==> src/rtl/comp_pkg.sv <==
// Shared types and constants for the nibble-serial magnitude comparator.
package comp_pkg;

  localparam int NIBBLE_W = 4;

  typedef enum logic [1:0] {
    IDLE = 2'd0,
    RUN  = 2'd1,
    DONE = 2'd2
  } state_t;

  // Cascade flag triple carried between nibble steps.
  typedef struct packed {
    logic e;
    logic g;
    logic l;
  } flags_t;

  // Starting point of every comparison: "equal so far".
  localparam flags_t FLAGS_EQ = '{e: 1'b1, g: 1'b0, l: 1'b0};

endpackage

==> src/rtl/comp4_ins.sv <==
// 4-bit cascade comparator stage. A decision on this nibble overrides the
// incoming flags; equal nibbles pass the incoming flags through.
module comp4_ins
  import comp_pkg::*;
(
  input  logic                e,
  input  logic                g,
  input  logic                l,
  input  logic [NIBBLE_W-1:0] A,
  input  logic [NIBBLE_W-1:0] B,
  output logic                Fe,
  output logic                Fg,
  output logic                Fl
);

  // Resolve this nibble, deferring to the lower-nibble result on a tie.
  always_comb begin
    Fe = e;
    Fg = g;
    Fl = l;
    if (A > B) begin
      Fe = 1'b0;
      Fg = 1'b1;
      Fl = 1'b0;
    end else if (A < B) begin
      Fe = 1'b0;
      Fg = 1'b0;
      Fl = 1'b1;
    end
  end

endmodule

==> src/rtl/comp12_serial.sv <==
// Nibble-serial unsigned magnitude comparator: one cascade stage reused
// LSB nibble first, flags carried in registers between cycles.
//
// state | meaning
// ------+---------------------------------------------------------------
// IDLE  | waiting for an operand pair; in_ready=1
// RUN   | one nibble per cycle through the cascade stage, LSB first
// DONE  | result held on Fe/Fg/Fl with out_valid=1 until out_ready
module comp12_serial
  import comp_pkg::*;
#(
  parameter int NIBBLES = 3
) (
  input  logic                        clk,
  input  logic                        rst,
  input  logic                        in_valid,
  output logic                        in_ready,
  input  logic [NIBBLE_W*NIBBLES-1:0] A,
  input  logic [NIBBLE_W*NIBBLES-1:0] B,
  output logic                        out_valid,
  input  logic                        out_ready,
  output logic                        Fe,
  output logic                        Fg,
  output logic                        Fl
);

  localparam int W     = NIBBLE_W * NIBBLES;
  // Keep at least one counter bit so NIBBLES=1 still elaborates.
  localparam int CNT_W = (NIBBLES > 1) ? $clog2(NIBBLES) : 1;
  localparam logic [CNT_W-1:0] CNT_LAST = CNT_W'(NIBBLES - 1);

  state_t           state;
  logic [W-1:0]     sh_a;
  logic [W-1:0]     sh_b;
  logic [CNT_W-1:0] cnt;
  flags_t           flags;
  flags_t           stage;

  comp4_ins u_stage (
    .e  (flags.e),
    .g  (flags.g),
    .l  (flags.l),
    .A  (sh_a[NIBBLE_W-1:0]),
    .B  (sh_b[NIBBLE_W-1:0]),
    .Fe (stage.e),
    .Fg (stage.g),
    .Fl (stage.l)
  );

  // Sequencer: accept operands, step one nibble per cycle, hold result.
  always_ff @(posedge clk) begin
    if (rst) begin
      state     <= IDLE;
      in_ready  <= 1'b1;
      out_valid <= 1'b0;
      Fe        <= 1'b0;
      Fg        <= 1'b0;
      Fl        <= 1'b0;
      cnt       <= '0;
      sh_a      <= '0;
      sh_b      <= '0;
      flags     <= FLAGS_EQ;
    end else begin
      case (state)
        IDLE: begin
          if (in_valid) begin
            sh_a     <= A;
            sh_b     <= B;
            flags    <= FLAGS_EQ;
            cnt      <= '0;
            in_ready <= 1'b0;
            state    <= RUN;
          end
        end
        RUN: begin
          flags <= stage;
          sh_a  <= sh_a >> NIBBLE_W;
          sh_b  <= sh_b >> NIBBLE_W;
          if (cnt == CNT_LAST) begin
            // Last (most significant) nibble: publish the final decision.
            Fe        <= stage.e;
            Fg        <= stage.g;
            Fl        <= stage.l;
            out_valid <= 1'b1;
            state     <= DONE;
          end else begin
            cnt <= cnt + 1'b1;
          end
        end
        DONE: begin
          if (out_ready) begin
            out_valid <= 1'b0;
            in_ready  <= 1'b1;
            state     <= IDLE;
          end
        end
        default: begin
          out_valid <= 1'b0;
          in_ready  <= 1'b1;
          state     <= IDLE;
        end
      endcase
    end
  end

endmodule

==> config.mk <==
export PLATFORM = sky130hd
export DESIGN_NAME = comp12_serial
export DESIGN_NICKNAME = d
export VERILOG_FILES = /design/src/rtl/comp_pkg.sv /design/src/rtl/comp4_ins.sv /design/src/rtl/comp12_serial.sv
export SDC_FILE = /design/constraint.sdc
export NUM_CORES = 1
export LEC_CHECK = 0
export BUFFER_PORTS_ARGS = -buffer_cell sky130_fd_sc_hd__buf_2
export CELL_PAD_IN_SITES_DETAIL_PLACEMENT = 1
export CELL_PAD_IN_SITES_GLOBAL_PLACEMENT = 2
export CORE_MARGIN = 2
export CORE_UTILIZATION = 23
export DETAILED_ROUTE_END_ITERATION = 6
export MAX_ROUTING_LAYER = met4
export PLACE_DENSITY_LB_ADDON = 0.1
export SLEW_MARGIN = 20
export SYNTH_ARGS = -nofsm -noshare
export SYNTH_HDL_FRONTEND = slang
export SYNTH_SLANG_ARGS = --single-unit
export TNS_END_PERCENT = 50
==> constraint.sdc <==
create_clock -name clk -period 1.5 [get_ports clk]
set_input_delay 0.3 -clock clk [delete_from_list [all_inputs] [get_ports clk]]
set_output_delay 0.3 -clock clk [all_outputs]
set_load 0.05 [all_outputs]
# After elaboration in Yosys (flattened, before gate mapping)
# Index checks and enable logic that the tools add are counted.
# W data, S select, Z words.
dict set report totals {
  regBits 36
  latchBits 0
  ram_bits 0
  mem_bits_ro 0
  inputBits 28
  out_inout_bits 5
  n_memories 0
}
dict set report op_classes {
  n_addsub 1
  n_mul 0
  n_div 0
  n_lt_le_gt_ge 2
  eq_ne 7
  shift 0
  n_mux 25
  bitwise_logic 2
  reduce_logical 8
}
# cell n
set ops {}
lappend ops {{$pmux W12 S2} 2}
lappend ops {{$mux W12} 2}
lappend ops {{$reduce_and A3 Y1} 4}
lappend ops {{$mux W1} 10}
lappend ops {{$mux W2} 5}
lappend ops {{$ne A2 B2 Y1 const B} 4}
lappend ops {{$pmux W1 S3} 2}
lappend ops {{$pmux W2 S3} 1}
lappend ops {{$pmux W3 S2} 1}
lappend ops {{$eq A2 B2 Y1 const B} 2}
lappend ops {{$gt A4 B4 Y1} 1}
lappend ops {{$lt A4 B4 Y1} 1}
lappend ops {{$pmux W2 S2} 1}
lappend ops {{$reduce_and A2 Y1} 2}
lappend ops {{$mux W3} 1}
lappend ops {{$add A2 B1 Y2 const B} 1}
lappend ops {{$eq A2 B1 Y1 const B} 1}
lappend ops {{$logic_not A2 Y1} 1}
lappend ops {{$not A1 Y1} 2}
lappend ops {{$reduce_bool A2 Y1} 1}

# Longest topological paths before layout
# Gate-level depths: netlist of the first run.
dict set report depth {
  word_depth 4
  mapped_depth 6
  ltp_nobuf 6
}

# Modules after synthesis
# A second synthesis of the first run with hierarchy kept.
dict set report hier_totals {
  hier_cells 189
  hier_area_um2 1774.2
}
# module instances cells_per_inst area_each_um2
set modules_own_cells {}
lappend modules_own_cells {comp12_serial 1 172 1636.6}
lappend modules_own_cells {comp4_ins 1 17 137.6}

# Worst setup path after synthesis of the first run
# No wires, ideal clock.
dict set report synth_timing {
  kind {reg-to-reg}
  start {reg sh_b[1]}
  end {reg Fg}
  setup_ps 101
  t_arrival_ps 1286
  setup_slack_ps 113
  stages_incl_launch_ff 7
  path_cell_list {dfxtp_1 -> inv_1 -> ha_1 -> nand2b_1 -> and2_1 -> o21a_1 -> o41ai_1}
}
dict set report synth_between {
  elab_chain_len 3
}
# element line_no
set synth_lines {}
lappend synth_lines {{start: declaration} comp12_serial.sv:34} ;# logic [W-1:0] sh_b;
lappend synth_lines {{start signal: assignment} comp12_serial.sv:78} ;# sh_b <= sh_b >> NIBBLE_W;
lappend synth_lines {{$lt A4 B4 Y1} comp4_ins.sv:25} ;# end else if (A < B) begin
lappend synth_lines {{$mux W1} comp4_ins.sv:25}
lappend synth_lines {{$mux W1 *} comp4_ins.sv:21} ;# if (A > B) begin
lappend synth_lines {{end signal: assignment} comp12_serial.sv:82} ;# Fg <= stage.g;
lappend synth_lines {{end: declaration} comp12_serial.sv:23} ;# output logic Fg,
# Mark *: on every way between the ends. The rest lies on a longest branch, timed or not.
# A chain may end at the register's enable or synchronous reset.

# Worst setup path in the final report of the first run
dict set report layout_timing {
  start {reg sh_b[3]}
  end {reg flags[0] (netlist bit)}
}
dict set report layout_between {
  elab_chain_len 4
}
# element line_no
set layout_lines {}
lappend layout_lines {{$lt A4 B4 Y1} comp4_ins.sv:25}
lappend layout_lines {{$mux W1} comp4_ins.sv:25}
lappend layout_lines {{$mux W1 *} comp4_ins.sv:21}
lappend layout_lines {{$pmux W3 S2 *} comp12_serial.sv:64} ;# case (state)
lappend layout_lines {{end signal: assignment} comp12_serial.sv:76} ;# flags <= stage;
lappend layout_lines {{end: declaration} comp12_serial.sv:36} ;# flags_t flags;
# Marks and branches as above.

==> impl_metrics.json, run 1 <==
{
  "root_buffer": "sky130_fd_sc_hd__clkbuf_8",
  "postSynthRegisterBits": 36,
  "floorplan.rows": 31,
  "grt.met3_usage": 0.02955,
  "crit_cells": 5,
  "antenna_found_initial": 0,
  "core-area_um2": 7176,
  "path_class": "reg2reg",
  "synth_warnings": 0,
  "ys_seq_area_frac": 0.4292,
  "ant_nets": 0,
  "cts_inserted_buffers": 5,
  "path_delay_family": "compound AO/OA/AOI/OAI gates",
  "start_kind": "flop",
  "dp.final_hpwl_um": 3391,
  "remaining_drc_errors": 0,
  "worst-path-buf-inv": 1,
  "wl_um": 4385,
  "mostFrequentLayoutCells": "sky130_fd_sc_hd__dfxtp_1 (36), sky130_fd_sc_hd__nor2_1 (33), sky130_fd_sc_hd__buf_2 (32)",
  "rsz0062_at_grt": "yes",
  "critical_path.max_fanout": 3,
  "setup-tns-final_ns": 0,
  "dieHeight_um": 89.44,
  "vias_per_cell": 4.475,
  "slew_viol_final": 0,
  "vdd_drop_max_mv": 0.3137,
  "drt-wirelength-per-cell_um": 13.62,
  "power_per_cell_area_nw_per_um2": 1054,
  "clock_period_minus_final_worst_setup_slack_ns": 1.406,
  "layout.cells.most_common": "sky130_fd_sc_hd__dfxtp_1",
  "crit_required_ns": 1.69,
  "design.final.nets": 256,
  "cts_sinks": 36,
  "synth.net_count": 215,
  "async_flop_share": 0,
  "clk-insertion-delay-late_ns": 0.28,
  "grt_pass1_wl_um": 7472,
  "status": "finished, final reports clean",
  "gp_congestion": 0.7406,
  "timing.critical_path.arrival_ns": 1.59,
  "worst_path_largest_cell_delay_ns": 0.33,
  "area_delta_synth_final_pct": 26.90,
  "grt_start_max_net_pins": 33,
  "num_antenna_cells": 0,
  "cts_htree_levels": 2,
  "setup_ws_ns": 0.09407,
  "clock_path_buffers": 2,
  "fin_worst_skew_ns": 0.009604,
  "via_total_after_detailed_routing": 1441,
  "die_w_um": 89.44,
  "grt.met1_usage": 0.1661,
  "report.final.setup_viol": 0,
  "layout-drive-gt1-share": 0.2691,
  "groute.layer.met2.usage": 0.1919,
  "first_iter_violations": 17,
  "crit_start": "sh_b[3]$_SDFFE_PP0P_",
  "clk_pin_slew_worst_setup_hold_paths_ns": 0.08,
  "floorplan.initialDensity": 0.2340,
  "synthCells": 182,
  "tritoncts": "built",
  "timing.critical_path.cells": "inv_1 > ha_1 > a21oi_2 > o21ai_1 > a221oi_1",
  "grt_overflow_total": 0,
  "r2r.worst_path.cells": 5,
  "grt_pass1_vias": 1540,
  "hp-start": "B[8]",
  "die_footprint_um2": 8000,
  "final_critical_path_share_of_the_clock_period": 0.9373,
  "syn-cell-area_um2": 1679,
  "worst-slew-pin-transition_ns": 0.3070,
  "max_slew_margin": 0.7953,
  "drtPass1Iterations": 4,
  "total_power_mw": 2.247,
  "synth_cell_type_count": 36,
  "ios": 33,
  "dp_worst_setup_slack_ns": 0.001319,
  "critical-path-slowest-cell": "sky130_fd_sc_hd__dfxtp_1",
  "synth-edff-count": 0,
  "fmaxAchievable_mhz": 711.3,
  "r2r_start": "sh_b[3]$_SDFFE_PP0P_",
  "synthesis.area_per_instance_um2": 9.226,
  "portBuffers": 32,
  "max-cap-violations": 0,
  "finalHoldViolations": 0,
  "holdCritPathClass": "in2reg",
  "p_leak_nw": 0.9735,
  "globalRoute.busiestLayer": "met2",
  "yosys_most_used_dff": "sky130_fd_sc_hd__dfxtp_1",
  "grt_util_all_layers": 0.1254,
  "critPathCaptureType": "flop",
  "min_path_cells": 3
}
==> synthesized netlist by cell type (all sizes together) (2+ instances only) <==
master    n  area, um2
mux2i    16      160.2
ha        5      62.56
o21ai     2      10.00
inv       7      26.28
nand2     6      22.52
a22oi     8      60.06
or2       2      12.51
dfxtp    36      720.7
nor2     35      138.9
buf       8      70.07
a2bb2oi   2      17.52
o31ai     2      20.02
nor2b     3      18.77
clkbuf    4      15.01
nand3b    3      35.03
nand2b    4      25.02
a21oi     9      45.04
nor3      2      10.01
a211oi   18      135.1
==> metrics by stage <==
| stage | util | instances | hold WS (ns) | area, um2 |
|---|---|---|---|---|
| 6_report | 0.2969 | 322 | 0.2615 | 2131 |
| 3_3_place_gp | 0.2799 | 315 | 0.4513 | 2008 |
| 2_1_floorplan | - | 182 | 0.4478 | 1679 |
| 5_1_grt | 0.2969 | 322 | 0.2655 | 2131 |
| 3_5_place_dp | 0.2799 | 315 | 0.4586 | 2008 |
| 4_1_cts | 0.2943 | 322 | 0.2554 | 2112 |
==> cell type report <==
class,count,area [um2]
Sequential cell,36,720.7
Inverter,7,26.28
Timing Repair Buffer,46,290.3
Clock buffer,7,96.34
Tap cell,99,123.9
Fill cell,847,5045
Multi-Input combinational cell,127,873.3
==> tightest hold or removal path, stage by stage <==
cell and delay (ns):
sky130_fd_sc_hd__buf_2 0.07, sky130_fd_sc_hd__a22oi_1 0.05, sky130_fd_sc_hd__nor2_1 0.07
==> flip-flops by register name (all words and copies together), names as in the netlist <==
| signal | count |
|---|---|
| in_ready | 1 |
| Fl | 1 |
| state | 2 |
| flags | 3 |
| Fe | 1 |
| out_valid | 1 |
| sh_a | 12 |
| cnt | 2 |
| sh_b | 12 |
| Fg | 1 |
==> logic make-up (layout without fill, tap and decap cells) <==
family / after synthesis / after routing / synth area share
AOI/OAI and AO/OA: 48 / 48 / 0.2049
adders and majority gates: 5 / 5 / 0.03726
buffers and inverters: 19 / 60 / 0.06632
DFF: 36 / 36 / 0.4292
muxes: 16 / 16 / 0.09538
and+or+nand+nor: 58 / 58 / 0.1669
==> routing by layer <==
layer  wire [um]  up-vias  share of wire
met3         146        2          0.033
li1            -      733              -
met5           0        -              0
met4          31        0         0.0071
met1        2188      682           0.50
met2        2018       24           0.46
==> worst paths after layout <==
| path | to | slack, ns |
|---|---|---|
| setup / recovery | flags[0]$_SDFFE_PP0P_ | 0.09 |
| hold / removal | sh_b[8]$_SDFFE_PP0P_ | 0.26 |
| setup reg to reg | flags[0]$_SDFFE_PP0P_ | 0.09 |
| hold reg to reg | Fe$_SDFFE_PP0P_ | 0.46 |
==> repair_timing <==
item | 4_1_cts | 5_1_grt
endpoints found under the hold margin | 0 | 0
hold buffers | 0 | 0
gates resized for setup | 1 | 4
pin swaps | 0 | 2
setup endpoints to repair | 1 | 5
buffers inserted | 0 | 0
==> power by group <==
part           internal [mW]  total [mW]  switching, mW
Combinational          0.196       0.433          0.237
Sequential              1.02        1.06         0.0397
Clock                  0.410       0.751          0.342
Total                   1.63        2.25          0.618
Power figures use the tool's default switching activity.
==> run 2: changes to the inputs <==
--- a/config.mk
+++ b/config.mk
@@ -16,5 +16,6 @@
 export SLEW_MARGIN = 20
 export SYNTH_ARGS = -nofsm -noshare
 export SYNTH_HDL_FRONTEND = slang
+export SYNTH_HIERARCHICAL = 1
 export SYNTH_SLANG_ARGS = --single-unit
 export TNS_END_PERCENT = 50
==> constraint.sdc (replaced) <==
create_clock -name clk -period 1.7 [get_ports clk]
set_input_delay 0.34 -clock clk [delete_from_list [all_inputs] [get_ports clk]]
set_output_delay 0.34 -clock clk [all_outputs]
set_load 0.05 [all_outputs]
==> impl_metrics.json, run 2 <==
{
  "worst_path_largest_cell_delay_ns": 0.35,
  "ys_top_cells_by_area": "sky130_fd_sc_hd__dfxtp_1 (41%), sky130_fd_sc_hd__a211oi_2 (9.9%), sky130_fd_sc_hd__a21oi_2 (7.4%), sky130_fd_sc_hd__nor2_1 (5.9%), sky130_fd_sc_hd__a22oi_1 (4.7%)",
  "hold_end": "sh_a[11]$_SDFFE_PP0P_",
  "start_kind": "flop",
  "synth_cell_type_count": 36,
  "drt-wirelength-per-cell_um": 14.35,
  "ios": 33,
  "synth.net_count": 222,
  "postLayoutCoreUtil": 0.2755,
  "grt_pass1_wl_um": 7852,
  "clk-insertion-delay-late_ns": 0.29,
  "setup.reg_to_reg.worst_slack_ns": 0.13,
  "synth.largest_area_cell": "sky130_fd_sc_hd__dfxtp_1",
  "fmaxAchievable_mhz": 636.6,
  "design.final.nets": 250,
  "slew_viol_final": 0,
  "timing.critical_path.cells": "inv_1 > ha_1 > nor2b_4 > o211ai_2 > a22o_1 > nand3_1 > a21oi_1",
  "postSynthRegisterBits": 36,
  "dp.final_hpwl_um": 3238,
  "async_flop_share": 0,
  "critPathCaptureType": "flop",
  "grt_start_max_net_pins": 37,
  "max-cap-violations": 0,
  "grt_util_all_layers": 0.1210,
  "cts_setup_buffers": 0,
  "cts_htree_levels": 2,
  "tritoncts": "built",
  "status": "finished, final reports clean",
  "crit_required_ns": 1.92,
  "synth_compound_area_frac": 0.3138,
  "timing.critical_path.arrival_ns": 1.79,
  "drtPass1Iterations": 3,
  "synthCells": 189,
  "die_footprint_um2": 8433,
  "synth_warnings": 6,
  "r2r.worst_path.cells": 7,
  "power_per_cell_area_nw_per_um2": 958.6,
  "synthesis.area_per_instance_um2": 9.387,
  "ys_seq_area_frac": 0.4062,
  "worst-slew-pin-transition_ns": 0.8135,
  "grt_overflow_total": 0,
  "rsz0062_at_grt": "no",
  "cts_sinks": 36,
  "floorplan.initialDensity": 0.2332,
  "yosys_most_used_dff": "sky130_fd_sc_hd__dfxtp_1",
  "path_class": "reg2reg",
  "antenna_found_initial": 0,
  "finalInstanceArea_um2": 2096,
  "grt_pass1_vias": 1527,
  "portBuffers": 32,
  "final.hold.worst_slack_ns": 0.2913,
  "cts_resized": 0,
  "placed_area_um2": 2001,
  "post_synth_and_or_nand_nor_area_fraction": 0.1735,
  "yosys-mux-area-fraction": 0,
  "vdd_drop_max_mv": 0.2533,
  "die_w_um": 91.83,
  "layout-drive-gt1-share": 0.3716,
  "ant_nets": 0,
  "layout.cells.most_common": "sky130_fd_sc_hd__dfxtp_1",
  "vias_per_cell": 4.469,
  "report.final.setup_viol": 0,
  "synth-edff-count": 0,
  "remaining_drc_errors": 0,
  "syn-cell-area_um2": 1774,
  "final_critical_path_share_of_the_clock_period": 0.9240,
  "synth_most_common_cell": "sky130_fd_sc_hd__dfxtp_1",
  "root_buffer": "sky130_fd_sc_hd__clkbuf_8",
  "core-area_um2": 7607,
  "synth_top_area_frac": 0.4062,
  "setup-tns-final_ns": 0,
  "clk_pin_slew_worst_setup_hold_paths_ns": 0.08,
  "hp-start": "A[11]",
  "r2r_start": "sh_b[1]$_SDFFE_PP0P_",
  "crit-reg2reg-capture": "Fl$_SDFFE_PP0P_",
  "via_total_after_detailed_routing": 1430,
  "yosys.area_share.xor_xnor": 0,
  "holdCritPathClass": "in2reg",
  "max_slew_margin": 0.4562,
  "critical_path.max_fanout": 3,
  "gp_congestion": 0.7009,
  "min_path_cells": 3,
  "mostFrequentLayoutCells": "sky130_fd_sc_hd__dfxtp_1 (36), sky130_fd_sc_hd__buf_2 (32), sky130_fd_sc_hd__nor2_1 (28)",
  "critical-path-slowest-cell": "sky130_fd_sc_hd__dfxtp_1",
  "first_iter_violations": 42,
  "wl_um": 4592,
  "clock_period_minus_final_worst_setup_slack_ns": 1.571,
  "fin_worst_skew_ns": 0.004925,
  "dieHeight_um": 91.83,
  "cts_inserted_buffers": 5,
  "cts.hold.buffers_added": 0,
  "area_delta_synth_final_pct": 18.12,
  "floorplan.rows": 32,
  "netlist_top_cells_count": "sky130_fd_sc_hd__dfxtp_1 (36), sky130_fd_sc_hd__nor2_1 (28), sky130_fd_sc_hd__nand2_1 (22)",
  "post_synth_fa_ha_maj_area_fraction": 0.03526,
  "reg.largest.list": "sh_a (12), sh_b (12), flags (3)",
  "clock_path_buffers": 2,
  "synth_top_family_by_area": "compound AO/OA/AOI/OAI gates",
  "num_antenna_cells": 0,
  "finalHoldViolations": 0,
  "p_leak_nw": 0.8217
}
run 2: how the worst max path moves through the flow:
stage                           from                    end  slack, ns  cells after the start
2_1_floorplan   sh_b[1]$_SDFFE_PP0P_  flags[0]$_SDFFE_PP0P_       0.32                      7
3_3_place_gp                in_valid   sh_a[2]$_SDFFE_PP0P_       0.15                      4
3_5_place_dp                in_valid   sh_b[0]$_SDFFE_PP0P_       0.12                      4
4_1_cts         sh_b[1]$_SDFFE_PP0P_        Fg$_SDFFE_PP0P_       0.14                      7
5_1_grt        state[0]$_SDFFE_PP0P_   sh_a[2]$_SDFFE_PP0P_      0.006                      3
6_report        sh_b[1]$_SDFFE_PP0P_        Fl$_SDFFE_PP0P_       0.13                      7
run 2: cells by family after synthesis:
logic type      Yosys count
flops                    36
fa+ha+maj                 5
buf+inv                  21
simple gates             65
compound gates           62
run 2: per-layer routing:
metal / share of wire / global-route usage / routed length (um)
met5: 0 / - / 0
met4: 0.013 / 0.03483 / 59
met3: 0.037 / 0.03287 / 171
met2: 0.46 / 0.1869 / 2101
met1: 0.49 / 0.1559 / 2260
run 2: through the flow:
step	cells	worst slack, ns	total power [mW]
2_1_floorplan	189	0.3227	1.274
3_3_place_gp	312	0.1476	1.364
3_5_place_dp	312	0.1155	1.380
4_1_cts	320	0.1370	2.035
5_1_grt	320	0.005705	2.134
6_report	320	0.1292	2.009
run 2: report_power, final:
group	internal, mW	total [mW]	switching [mW]
clock	0.331	0.651	0.319
combinational	0.171	0.410	0.239
sequential	0.904	0.949	0.0444
run 2: worst max-delay path, delay by kind of cell, from the launching register on:
kind                     cells  cell delay [ns]
AND/OR/NAND/NOR              2             0.22
buffers and inverters        1             0.06
AO/OA/AOI/OAI                3             0.58
flip-flops                   1             0.35
adder cells (fa/ha/maj)      1             0.29
run 2: layout make-up:
type / count / area [um2]
Inverter: 6 / 22.52
Multi-Input combinational cell: 132 / 932.1
Clock buffer: 8 / 90.09
Sequential cell: 36 / 720.7
Timing Repair Buffer: 36 / 202.7
Fill cell: 913 / 5512
Tap cell: 102 / 127.6
==> run 3: changes to the inputs <==
--- a/config.mk
+++ b/config.mk
@@ -11,8 +11,8 @@
 export CORE_MARGIN = 2
 export CORE_UTILIZATION = 23
 export DETAILED_ROUTE_END_ITERATION = 6
-export MAX_ROUTING_LAYER = met4
 export PLACE_DENSITY_LB_ADDON = 0.1
+export REMOVE_ABC_BUFFERS = 1
 export SLEW_MARGIN = 20
 export SYNTH_ARGS = -nofsm -noshare
 export SYNTH_HDL_FRONTEND = slang
==> impl_metrics.json, run 3 (synthesized netlist as in run 2, its figures left out) <==
{
  "min_path_cells": 3,
  "critPathCaptureType": "flop",
  "mostFrequentLayoutCells": "sky130_fd_sc_hd__dfxtp_1 (36), sky130_fd_sc_hd__buf_2 (32), sky130_fd_sc_hd__nor2_1 (28)",
  "critical_path.max_fanout": 3,
  "fin_worst_skew_ns": 0.009053,
  "portBuffers": 32,
  "grt_pass1_wl_um": 7583,
  "grt_overflow_total": 0,
  "crit_required_ns": 1.86,
  "die_w_um": 91.83,
  "tritoncts": "built",
  "clk-insertion-delay-late_ns": 0.29,
  "cts_sinks": 36,
  "fmaxAchievable_mhz": 652.6,
  "cts_setup_buffers": 0,
  "vdd_drop_max_mv": 0.2900,
  "crit_start": "sh_b[3]$_SDFFE_PP0P_",
  "drt-wirelength-per-cell_um": 13.86,
  "drtPass1Iterations": 2,
  "grt_start_max_net_pins": 27,
  "via_total_after_detailed_routing": 1439,
  "cts_htree_levels": 2,
  "status": "finished, final reports clean",
  "worst-slew-pin-transition_ns": 0.8263,
  "finalHoldViolations": 0,
  "dieHeight_um": 91.83,
  "ios": 33,
  "path_class": "reg2reg",
  "final_critical_path_share_of_the_clock_period": 0.9014,
  "r2r_start": "sh_b[3]$_SDFFE_PP0P_",
  "hp-start": "A[9]",
  "area_delta_synth_final_pct": 19.11,
  "p_leak_nw": 0.8361,
  "clk_pin_slew_worst_setup_hold_paths_ns": 0.08,
  "layout-drive-gt1-share": 0.3790,
  "power_per_cell_area_nw_per_um2": 941.1,
  "ant_nets": 0,
  "slew_viol_final": 0,
  "postLayoutCoreUtil": 0.2778,
  "clock_path_buffers": 2,
  "holdCritPathClass": "in2reg",
  "dp.final_hpwl_um": 3203,
  "wl_um": 4450,
  "max-cap-violations": 0,
  "num_antenna_cells": 0,
  "core-area_um2": 7607,
  "floorplan.rows": 32,
  "reg.largest.list": "sh_a (12), sh_b (12), flags (3)",
  "design.final.nets": 251,
  "grt_util_all_layers": 0.1132,
  "setup-tns-final_ns": 0,
  "clock_period_minus_final_worst_setup_slack_ns": 1.532,
  "report.final.setup_viol": 0,
  "first_iter_violations": 40,
  "remaining_drc_errors": 0,
  "antenna_found_initial": 0,
  "max_slew_margin": 0.4477,
  "final.fill_count": 915,
  "gp_congestion": 0.6713,
  "vias_per_cell": 4.483,
  "cts_inserted_buffers": 5,
  "layout.cells.most_common": "sky130_fd_sc_hd__dfxtp_1",
  "start_kind": "flop",
  "timing.critical_path.arrival_ns": 1.69,
  "r2r.worst_path.cells": 6,
  "cts_resized": 0,
  "die_footprint_um2": 8433,
  "rsz0062_at_grt": "no",
  "root_buffer": "sky130_fd_sc_hd__clkbuf_8",
  "finalInstanceArea_um2": 2113,
  "cts.hold.buffers_added": 0,
  "grt_pass1_vias": 1563,
  "placed_area_um2": 2021,
  "floorplan.initialDensity": 0.2332
}
==> run 3: layer usage <==
layer  global-route usage  share of wire  up-vias
met5                    0              0        -
met4              0.03483         0.0070        0
met3              0.02794          0.028        2
met2               0.1881           0.48       22
met1               0.1447           0.48      691
li1                     -              -      724
==> run 3: final timing paths <==
path	to	slack [ns]
worst min-delay path	sh_a[9]$_SDFFE_PP0P_	0.29
worst max-delay path	flags[1]$_SDFFE_PP0P_	0.17
worst max register to register	flags[1]$_SDFFE_PP0P_	0.17
worst min register to register	Fg$_SDFFE_PP0P_	0.47
==> run 3: cell type report <==
class / count / area [um2] / area share
clock inverters: 2 / 10.01 / 0.004737
clock buffers: 6 / 82.58 / 0.03908
flip-flops and latches: 36 / 720.7 / 0.3410
inverters: 6 / 22.52 / 0.01066
well taps: 102 / 127.6 / 0.06039
repair buffers: 37 / 222.7 / 0.1054
multi-input cells: 132 / 927.1 / 0.4387
==> run 3: per-stage QoR <==
step / instances / setup WS, ns / hold slack (ns) / total power, mW
finish: 321 / 0.1677 / 0.2863 / 1.989
global route: 321 / 0.03146 / 0.2883 / 2.124
floorplan: 174 / 0.3191 / 0.4046 / 1.231
detailed placement: 313 / 0.1165 / 0.4660 / 1.386
global placement: 313 / 0.1419 / 0.4510 / 1.373
CTS: 321 / 0.1308 / 0.2774 / 2.039
==> run 3: critical path, cell delays in order (launching register included) <==
cell	delay [ns]
sky130_fd_sc_hd__dfxtp_1	0.33
sky130_fd_sc_hd__inv_1	0.04
sky130_fd_sc_hd__ha_1	0.31
sky130_fd_sc_hd__a21oi_1	0.31
sky130_fd_sc_hd__a22oi_1	0.18
sky130_fd_sc_hd__a22oi_1	0.18
sky130_fd_sc_hd__nor2_1	0.06
==> run 3: report_power, final <==
part | leakage (nW) | internal, mW | total, mW | switching [mW]
Combinational | 0.489 | 0.175 | 0.410 | 0.235
Clock | 0.0510 | 0.324 | 0.633 | 0.309
Sequential | 0.296 | 0.904 | 0.946 | 0.0417
Total | 0.836 | 1.40 | 1.99 | 0.586
